==> config.mk <==
export PLATFORM = sky130hd
export DESIGN_NAME = mux_scan_ctrl
export DESIGN_NICKNAME = d
export VERILOG_FILES = /design/src/rtl/mux_scan_ctrl.sv
export SDC_FILE = /design/constraint.sdc
export NUM_CORES = 1
export LEC_CHECK = 0
export ABC_CLOCK_PERIOD_IN_PS = 1720
export CAP_MARGIN = 15
export CORE_MARGIN = 2
export CORE_UTILIZATION = 50
export CTS_BUF_LIST = sky130_fd_sc_hd__clkbuf_4
export DETAILED_ROUTE_END_ITERATION = 8
export GPL_TIMING_DRIVEN = 0
export PLACE_DENSITY = 0.77
export SYNTH_ARGS = -nofsm -noshare
export SYNTH_HDL_FRONTEND = slang
export SYNTH_SLANG_ARGS = --single-unit
==> constraint.sdc <==
create_clock -name clk -period 1.72 [get_ports clk]
set_input_delay 0.258 -clock clk [delete_from_list [all_inputs] [get_ports clk]]
set_output_delay 0.258 -clock clk [all_outputs]
set_load 0.005 [all_outputs]
==> src/rtl/mux_scan_ctrl.sv <==
`default_nettype none
// +--------------------------------------------------------------------------+
// | mux_scan_ctrl : drives 4:1 mux select, samples Y per channel, streams     |
// |                 (channel, sample) over valid/ready; channel skip with     |
// |                 SCAN_SKIP_EN.                                             |
// | Revision      : 1.0  initial release                                      |
// +--------------------------------------------------------------------------+
module mux_scan_ctrl #(
   parameter int W          = 1,
   parameter int SETTLE_CYC = 1,
   parameter int FRAMES     = 1
) (
   input  logic         clk,
   input  logic         rst,
   input  logic         start,
   input  logic [3:0]   ch_en,
   input  logic [W-1:0] y_in,
   output logic [1:0]   sel,
   output logic         out_valid,
   input  logic         out_ready,
   output logic [W-1:0] out_data,
   output logic [1:0]   out_ch,
   output logic         busy,
   output logic         done
);

   localparam logic [3:0] c_settle_last = 4'(SETTLE_CYC - 1);
   localparam logic [7:0] c_frames      = 8'(FRAMES);

   typedef enum logic [1:0] {
      S_IDLE   = 2'd0,
      S_SETTLE = 2'd1,
      S_HOLD   = 2'd2
   } state_t;

   state_t         state_q;
   logic [3:0]     en_q;
   logic [3:0]     settle_q;
   logic [7:0]     frame_q;
   logic [1:0]     sel_q;
   logic           out_valid_q;
   logic [W-1:0]   out_data_q;
   logic [1:0]     out_ch_q;
   logic           busy_q;
   logic           done_q;

   logic [3:0]     w_start_mask;
   logic [3:0]     w_pick_mask;
   logic [2:0]     w_from;
   logic [2:0]     w_first;
   logic [2:0]     w_next;

   // Returns {found, index} of the lowest set mask bit at or above 'from'.
   function automatic logic [2:0] f_pick(input logic [3:0] mask, input logic [2:0] from);
      logic [2:0] r;
      r = 3'b000;
      for (int i = 3; i >= 0; i--) begin
         if (mask[i] && (3'(i) >= from)) begin
            r = {1'b1, 2'(i)};
         end
      end
      return r;
   endfunction

`ifdef SCAN_SKIP_EN
   assign w_start_mask = ch_en;
`else
   assign w_start_mask = ch_en | 4'b1111;
`endif

   // In IDLE the candidate mask is the incoming one; otherwise the latched one.
   assign w_pick_mask = (state_q == S_IDLE) ? w_start_mask : en_q;
   assign w_first     = f_pick(w_pick_mask, 3'd0);
   assign w_from      = {1'b0, sel_q} + 3'd1;
   assign w_next      = f_pick(en_q, w_from);

   always_ff @(posedge clk) begin
      if (rst) begin
         state_q     <= S_IDLE;
         en_q        <= 4'd0;
         settle_q    <= 4'd0;
         frame_q     <= 8'd0;
         sel_q       <= 2'd0;
         out_valid_q <= 1'b0;
         out_data_q  <= '0;
         out_ch_q    <= 2'd0;
         busy_q      <= 1'b0;
         done_q      <= 1'b0;
      end else begin
         done_q <= 1'b0;
         case (state_q)
            S_IDLE: begin
               if (start) begin
                  en_q     <= w_start_mask;
                  frame_q  <= 8'd0;
                  settle_q <= 4'd0;
                  if (w_first[2]) begin
                     sel_q   <= w_first[1:0];
                     busy_q  <= 1'b1;
                     state_q <= S_SETTLE;
                  end else begin
                     done_q  <= 1'b1;
                  end
               end
            end
            S_SETTLE: begin
               if (settle_q == c_settle_last) begin
                  settle_q    <= 4'd0;
                  out_data_q  <= y_in;
                  out_ch_q    <= sel_q;
                  out_valid_q <= 1'b1;
                  state_q     <= S_HOLD;
               end else begin
                  settle_q <= settle_q + 4'd1;
               end
            end
            S_HOLD: begin
               if (out_ready) begin
                  out_valid_q <= 1'b0;
                  if (w_next[2]) begin
                     sel_q   <= w_next[1:0];
                     state_q <= S_SETTLE;
                  end else if ((frame_q + 8'd1) < c_frames) begin
                     frame_q <= frame_q + 8'd1;
                     sel_q   <= w_first[1:0];
                     state_q <= S_SETTLE;
                  end else begin
                     frame_q <= frame_q + 8'd1;
                     busy_q  <= 1'b0;
                     done_q  <= 1'b1;
                     state_q <= S_IDLE;
                  end
               end
            end
            default: begin
               state_q <= S_IDLE;
            end
         endcase
      end
   end

   assign sel       = sel_q;
   assign out_valid = out_valid_q;
   assign out_data  = out_data_q;
   assign out_ch    = out_ch_q;
   assign busy      = busy_q;
   assign done      = done_q;

endmodule
`default_nettype wire
==> impl_metrics.py <==
metrics = {
    "global_routing": {
        "grt_pass1_vias": 986,
        "grt_first_pass_wirelength_mm": 4.35,
        "grt_remaining_overflow": 0,
        "grt_max_degree": 13,
        "grt_util_all_layers_pct": 20.9,
        "antenna_found_initial": 0,
    },
    "final_layout": {
        "syn_to_final_growth_pct": 18.2,
        "nNetsFinal": 174,
        "antenna_cells": 0,
        "drive_gt1_share_pct": 17.5,
        "nFillCells": 182,
        "post-route-util_pct": 63.9,
    },
    "synthesis": {
        "synth_area_leaders": "dfxtp_1 (37%), nor2_1 (5.8%), a21oi_1 (4.5%), a311oi_1 (4.3%), ha_1 (4.1%)",
        "synth-async-reset-ratio_pct": 0,
        "synth_top_area_share_pct": 37.4,
        "synth_most_common_cell": "dfxtp_1",
        "yosysWarningCount": 0,
        "syn_inst": 145,
        "synth_edf_count": 0,
        "synthesis.nets": 158,
        "yosysSeqAreaShare_pct": 37.4,
        "synth_ff_type": "dfxtp_1",
        "yosys_register_bits": 23,
        "yosys-top-cells-count": "dfxtp_1 (23), nor2_1 (19), nand2_1 (13)",
        "syn_area_um2": 1230,
        "synth_top_cell_by_area": "dfxtp_1",
        "synth_cell_types": 41,
        "syn_area_per_cell_um2": 8.48,
    },
    "sta": {
        "hold_violations": 0,
        "slew_viol_final": 0,
        "finClkSkew_ps": 2.03,
        "tns_ps": 0,
        "setup_viol": 0,
        "min_period_over_period_pct": 97.4,
        "period_needed_ps": 1680,
        "worst_slack_ps": 44.1,
        "tightest_slew_ps": 505,
        "max_freq_ghz": 0.597,
        "timing.slew.headroom_pct": 66.4,
    },
    "drt": {
        "avgRoutedWirePerCell_um": 14.4,
        "ant_nets": 0,
        "via_per_inst": 5.77,
        "drt_wl_total_mm": 2.71,
        "drt_pass1_iterations": 4,
        "drt_iter0_drc": 29,
        "num_vias": 1085,
        "drc": 0,
    },
    "setup_path": {
        "cp_slowest_cell": "dfxtp_4",
        "path_buf_inv": 1,
        "worst_ep_required_time_ps": 1920,
        "cp_max_fo": 7,
        "crit_family": "simple AND/OR/NAND/NOR gates",
        "path_class": "reg2reg",
        "crit_chain": "and4_4 -> and2_4 -> o311a_4 -> nor4b_4 -> buf_4 -> o22ai_2",
        "slowest_delay_ps": 400,
        "startpoint_type": "register",
        "cp.arrival_ps": 1880,
        "worst_setup_path_end_kind": "register",
    },
    "floorplanning": {
        "die-height_um": 53.6,
        "coreArea_um2": 2280,
        "pin_count": 17,
        "die_w_um": 53.6,
        "dieArea_um2": 2870,
        "num_rows": 17,
        "initial_core_util_pct": 54.0,
    },
    "power_and_ir_drop": {
        "comb_power_share_pct": 13.1,
        "ir_worst_vdd_v": 0.000484,
        "intPower_mw": 0.704,
        "powerDensity_nw_per_um2": 665,
        "seq_power_share_pct": 57.8,
        "switching_share_pct": 27.1,
        "power_leakage_nw": 0.500,
        "p_clk_share_pct": 29.0,
        "switchingPower_mw": 0.262,
    },
    "placement": {
        "place_congestion": 0.806,
        "io_buffers": 11,
        "post-place-ws_ps": -154,
        "dp_hpwl_mm": 1.90,
    },
    "clock_network": {
        "clk_latency_ps": 320,
        "cts_sinks": 23,
        "htreeDepth": 1,
        "cts_buffer_depth": 2,
        "tritoncts": "done",
        "cts_buffers": 3,
        "postCtsHoldBufs": 0,
        "clkTransAtPathRegs_ps": 130,
        "clockRootBuffer": "clkbuf_4",
    },
    "status": {
        "outcome": "finished, final reports clean",
    },
    "min_path": {
        "min_path_type": "in2reg",
    },
    "flow_run": {
        "maxCapViolCount": 0,
    },
}
[worst paths after layout]
check	start	end	slack (ps)	cells after the start
worst max register to register	frame_q[0]	sel[0]	40	6
worst min-delay path	out_ready	state_q[1]	320	3
worst min register to register	out_ch[1]	out_ch[1]	470	2
worst max-delay path	frame_q[0]	sel[0]	40	6
[through the flow]
stage | total power [mW] | cells | instance area (um2) | hold slack (ps)
6_report | 0.967 | 188 | 1450 | 316
5_1_grt | 1.00 | 188 | 1450 | 356
4_1_cts | 0.967 | 189 | 1420 | 299
3_5_place_dp | 0.693 | 184 | 1380 | 456
3_3_place_gp | 0.690 | 184 | 1380 | 447
2_1_floorplan | 0.648 | 145 | 1230 | 341
[cell type report]
cell class,instances,area [um2],share of cell area [%]
multi-input combinational,110,739,50.9
sequential,23,470,32.4
timing repair buffer,12,118,8.09
buffer,7,46.3,3.18
tap,28,35.0,2.41
clock buffer,4,30.0,2.07
inverter,4,15.0,1.03
[cells by family after synthesis]
kind of cell / synth area share [%]
AO/OA/AOI/OAI: 21.8
XOR/XNOR: 2.14
adder cells (fa/ha/maj): 4.07
buffers and inverters: 5.80
flip-flops: 37.4
multiplexers: 0.814
AND/OR/NAND/NOR: 28.0
[cell usage in the layout, fill, tap and decap left out, drive strengths merged, types with 2 or more instances in the layout]
cell type      synthesis  final
a211oi                 2      2
a21oi                 12     12
a22oi                  3      3
a311oi                 6      6
a31oi                  3      3
and3                   3      3
buf                    4      4
clkbuf                 4      8
clkdlybuf4s50          0     11
dfxtp                 23     23
ha                     4      4
inv                    4      4
nand2                 13     13
nand2b                 6      6
nand3                  8      8
nand4                  2      2
nor2                  19     19
nor3                   3      3
nor3b                  2      2
o21a                   2      2
o21ai                  4      4
xor2                   3      3
[flip-flops by register name, summed over array words and instances (netlist names)]
| register | count |
|---|---|
| busy | 1 |
| out_data | 1 |
| out_ch | 2 |
| state_q | 2 |
| done | 1 |
| sel | 2 |
| en_q | 1 |
| out_valid | 1 |
| frame_q | 8 |
| settle_q | 4 |
[layer usage]
layer | part of all wire, % | routed length, um | GRT usage [%]
met1 | 47 | 1270 | 26.9
met2 | 48 | 1290 | 33.7
met3 | 4.2 | 114 | 3.06
met4 | 1.0 | 27 | 11.5
met5 | 0 | 0 | 0
[tightest hold or removal path, stage by stage]
cell      delay, ps
buf_2           170
nand2b_1        120
a21oi_1          60
[power by group through the flow]
stage / registers (mW) / logic, mW / clock network, mW
6_report: 0.559 / 0.127 / 0.281
3_3_place_gp: 0.571 / 0.119 / 0
5_1_grt: 0.561 / 0.141 / 0.300
3_5_place_dp: 0.571 / 0.121 / 0
2_1_floorplan: 0.570 / 0.0779 / 0
4_1_cts: 0.560 / 0.122 / 0.285
[timing repair]
action / CTS / global route
buffers inserted: 1 / 0
setup endpoints to repair: 6 / 13
cloned: 0 / 0
resized for setup: 3 / 13
pin swaps: 1 / 3
Note: power is estimated with default switching activity, not from simulation.
